==> src/rtl/mux2_stream_arb_pkg.sv <==
// Shared types and constants for the two-input round-robin stream merger.
package mux2_stream_arb_pkg;

  typedef logic src_t;

  localparam src_t SRC_IN0 = 1'b0;
  localparam src_t SRC_IN1 = 1'b1;

  function automatic src_t other_src(input src_t s);
    return (s == SRC_IN0) ? SRC_IN1 : SRC_IN0;
  endfunction

endpackage

==> src/rtl/mux2_stream_arb_rr_arb2.sv <==
// Two-requester round-robin arbiter: a single priority flop that moves to the
// opposite input whenever the current grant is consumed.
module rr_arb2
  import mux2_stream_arb_pkg::*;
(
  input  logic clk,
  input  logic reset_n,
  input  logic req0,
  input  logic req1,
  input  logic advance,
  output src_t grant
);

  src_t prio;

  // With no requester the grant simply follows the pointer; nobody can accept then.
  always_comb begin
    grant = prio;
    if (req0 && !req1) begin
      grant = SRC_IN0;
    end else if (req1 && !req0) begin
      grant = SRC_IN1;
    end
  end

  always_ff @(posedge clk or negedge reset_n) begin
    if (!reset_n) begin
      prio <= SRC_IN0;
    end else if (advance) begin
      prio <= other_src(grant);
    end
  end

endmodule

==> src/rtl/mux2_stream_arb.sv <==
// Merges two val/rdy streams into one single-entry output register, tagging
// each buffered message with the input it came from.
module mux2_stream_arb
  import mux2_stream_arb_pkg::*;
#(
  parameter int NBITS = 8
) (
  input  logic             clk,
  input  logic             reset_n,
  input  logic             in0_val,
  output logic             in0_rdy,
  input  logic [NBITS-1:0] in0_msg,
  input  logic             in1_val,
  output logic             in1_rdy,
  input  logic [NBITS-1:0] in1_msg,
  output logic             out_val,
  input  logic             out_rdy,
  output logic [NBITS-1:0] out_msg,
  output src_t             out_src
);

  src_t             grant;
  logic             can_accept;
  logic             accept;
  logic [NBITS-1:0] sel_msg;

  rr_arb2 u_arb (
    .clk     (clk),
    .reset_n (reset_n),
    .req0    (in0_val),
    .req1    (in1_val),
    .advance (accept),
    .grant   (grant)
  );

  // Readiness is held low while reset is asserted so nothing is offered mid-reset.
  assign can_accept = !out_val || out_rdy;
  assign in0_rdy    = reset_n && can_accept && (grant == SRC_IN0);
  assign in1_rdy    = reset_n && can_accept && (grant == SRC_IN1);
  assign accept     = (in0_val && in0_rdy) || (in1_val && in1_rdy);
  assign sel_msg    = (grant == SRC_IN1) ? in1_msg : in0_msg;

  always_ff @(posedge clk or negedge reset_n) begin
    if (!reset_n) begin
      out_val <= 1'b0;
      out_msg <= '0;
      out_src <= SRC_IN0;
    end else if (accept) begin
      out_val <= 1'b1;
      out_msg <= sel_msg;
      out_src <= grant;
    end else if (out_rdy) begin
      out_val <= 1'b0;
    end
  end

endmodule

==> config.mk <==
export PLATFORM = sky130hd
export DESIGN_NAME = mux2_stream_arb
export DESIGN_NICKNAME = d
export VERILOG_FILES = /design/src/rtl/mux2_stream_arb_pkg.sv /design/src/rtl/mux2_stream_arb_rr_arb2.sv /design/src/rtl/mux2_stream_arb.sv
export SDC_FILE = /design/constraint.sdc
export NUM_CORES = 1
export LEC_CHECK = 0
export ABC_CLOCK_PERIOD_IN_PS = 1300
export BUFFER_PORTS_ARGS = -buffer_cell sky130_fd_sc_hd__buf_2
export CORE_MARGIN = 4
export CORE_UTILIZATION = 38
export CTS_CLUSTER_DIAMETER = 40
export DETAILED_ROUTE_END_ITERATION = 10
export GPL_ROUTABILITY_DRIVEN = 0
export HOLD_SLACK_MARGIN = 0.05
export PLACE_DENSITY = 0.69
export SETUP_SLACK_MARGIN = 0.2
export SLEW_MARGIN = 5
export SYNTH_ARGS = -nofsm -noshare
export SYNTH_HDL_FRONTEND = slang
export SYNTH_SLANG_ARGS = --single-unit
export TNS_END_PERCENT = 50
==> constraint.sdc <==
create_clock -name clk -period 1.3 [get_ports clk]
set_clock_uncertainty 0.15 [all_clocks]
set_input_delay 0 -clock clk [delete_from_list [all_inputs] [get_ports clk]]
set_output_delay 0 -clock clk [all_outputs]
set_load 0.01 [all_outputs]
==> out/metrics.yaml <==
fmax_mhz: 723
worst_slew_pin_slew_ps: 336
hpwl_mm: 1.49
dp_cells: 118
path_class: "register to output port"
final_common_cell: "buf_2"
power_density_nw_per_um2: 1140
cts_buffers: 3
start_kind: "register"
critPathArrivalTime_ps: 1230
slew_viol_final: 0
cts_buffer_depth: 2
leakagePower_nw: 0.533
htreeDepth: 1
antenna_found_initial: 0
multi_input_area_sq_um: 347
worstPathMaxFanout: 4
grt.overflow.total: 0
hold_viol_final: 5
finalSetupViolations: 7
synth_warnings: 0
first_iter_violations: 25
synthCells: 66
grt_max_degree: 12
cp-end-kind: "output port"
min_period_ps: 1380
io_buffers: 32
p_total_mw: 1.33
grt_pass1_wl_mm: 3.75
final_cell_area_sq_um: 1170
hold_class: "primary input to asynchronous set/reset pin"
regArea_sq_um: 277
placed_area_sq_um: 851
ys_seq_elements: 11
die_area_sq_um: 2370
fin_util: 0.759
rows: 14
antenna_left: 0
r2r_setup_slack_ps: -60
whs_ps: -573
grt.total_usage: 0.198
drt_wl_total_mm: 2.53
fin_ws_ps: -83.8
drv_cap: 0
ys_types: 19
holdBufCountCts: 19
drcViolationCount: 0
finalCritPeriodShare: 1.06
instances_no_fill: 146
failed_checks: "negative hold slack, negative setup slack"
tns_ps: -286
status: "finished with violations"
via_count: 845
antenna_cells: 0
cts_tree: "done"
clk_latency_ps: 270
area_growth_pct: 86.3
path_clk_slew_ps: 70
post_synth.cell_area_avg_sq_um: 9.52
required_ps: 1150
syn-num-nets: 87
drt-pass1-iter-count: 4
coreArea_sq_um: 1540
cts.root.buffer_cell: "clkbuf_4"
n_fill_cell: 111
slew_headroom: 0.775
die_w_um: 48.7
rsz0062_at_grt: "yes"
clock-sinks: 11
wl_per_cell_um: 17.3
vias_per_cell: 5.79
drive_gt1_frac: 0.492
place_ws_ps: 56.1
vdd_drop_max_uv: 819
grt_pass1_vias: 775
io_pins: 33
yosysSeqAreaShare: 0.438
start_util: 0.407
die_h_um: 48.7
final_nets: 152
layout_common_cells: "32 x buf_2, 19 x dlygate4sd3_1, 15 x a31oi_1, 11 x buf_4, 10 x dfrtp_1"
netlist_area_sq_um: 628
[path summary, 6_finish.rpt]
check,startpoint,to,cells past startpoint
max in group asynchronous,reset_n,out_msg[7],3
setup reg to reg,out_val,out_src,4
hold / removal,reset_n,out_val,1
hold reg to reg,out_msg[4],out_msg[4],2
min in group clk,reset_n,out_val,3
setup / recovery,u_arb.prio,in1_rdy,4
[cell type report]
| class | instances | share of cell area |
|---|---|---|
| Timing Repair Buffer | 68 | 0.428 |
| Multi-Input combinational cell | 47 | 0.296 |
| Sequential cell | 11 | 0.236 |
| Clock buffer | 4 | 0.0225 |
| Tap cell | 16 | 0.0171 |
[timing repair]
| item | in CTS | in global routing |
|---|---|---|
| setup endpoints to repair | 12 | 12 |
| hold endpoints to repair | 21 | 7 |
| resized for setup | 5 | 11 |
| pin swaps | 6 | 9 |
| setup buffers | 3 | 2 |
[state kept, by name (all words and copies together), names as in the netlist]
| name | count |
|---|---|
| u_arb.prio | 1 |
| out_val | 1 |
| out_src | 1 |
| out_msg | 8 |
[per-layer routing]
layer,up-vias,GRT usage,wire [um]
met2,59,0.296,1160
met5,-,0,0
li1,387,-,-
met1,387,0.260,1060
met4,0,0.0493,66
met3,12,0.0890,240
[worst max-delay path, cell delays in order (launching register included)]
cell and delay [ps]:
dfrtp_2 430, nand2_1 120, buf_4 170, a21oi_2 110, buf_2 130
[power by group]
part / switching [mW] / total (mW) / internal, mW
Clock: 0.123 / 0.242 / 0.119
Combinational: 0.291 / 0.610 / 0.320
Sequential: 0.0579 / 0.480 / 0.423
[synthesized netlist by cell type]
master	instances	share of area
a21bo_2	1	0.016
o211ai_1	8	0.096
o22a_1	1	0.014
a31oi_1	16	0.16
nand2_1	4	0.024
dfrtp_1	11	0.44
o21bai_2	1	0.018
buf_2	2	0.016
and3_2	1	0.012
mux2_4	1	0.024
and3_4	1	0.018
nor2_1	1	0.0060
nand3_1	9	0.072
a21oi_1	1	0.0080
nand2b_1	1	0.010
buf_1	1	0.0060
buf_6	2	0.036
or2_1	1	0.010
clkbuf_1	3	0.018
[cell families (layout without fill, tap and decap cells)]
family | Yosys count | count (layout) | share of synthesized area
AOI/OAI and AO/OA | 28 | 28 | 0.311
and+or+nand+nor | 18 | 18 | 0.151
DFF | 11 | 11 | 0.438
buffers and inverters | 8 | 72 | 0.0757
muxes | 1 | 1 | 0.0239
Note: power is estimated with default switching activity, not from simulation.
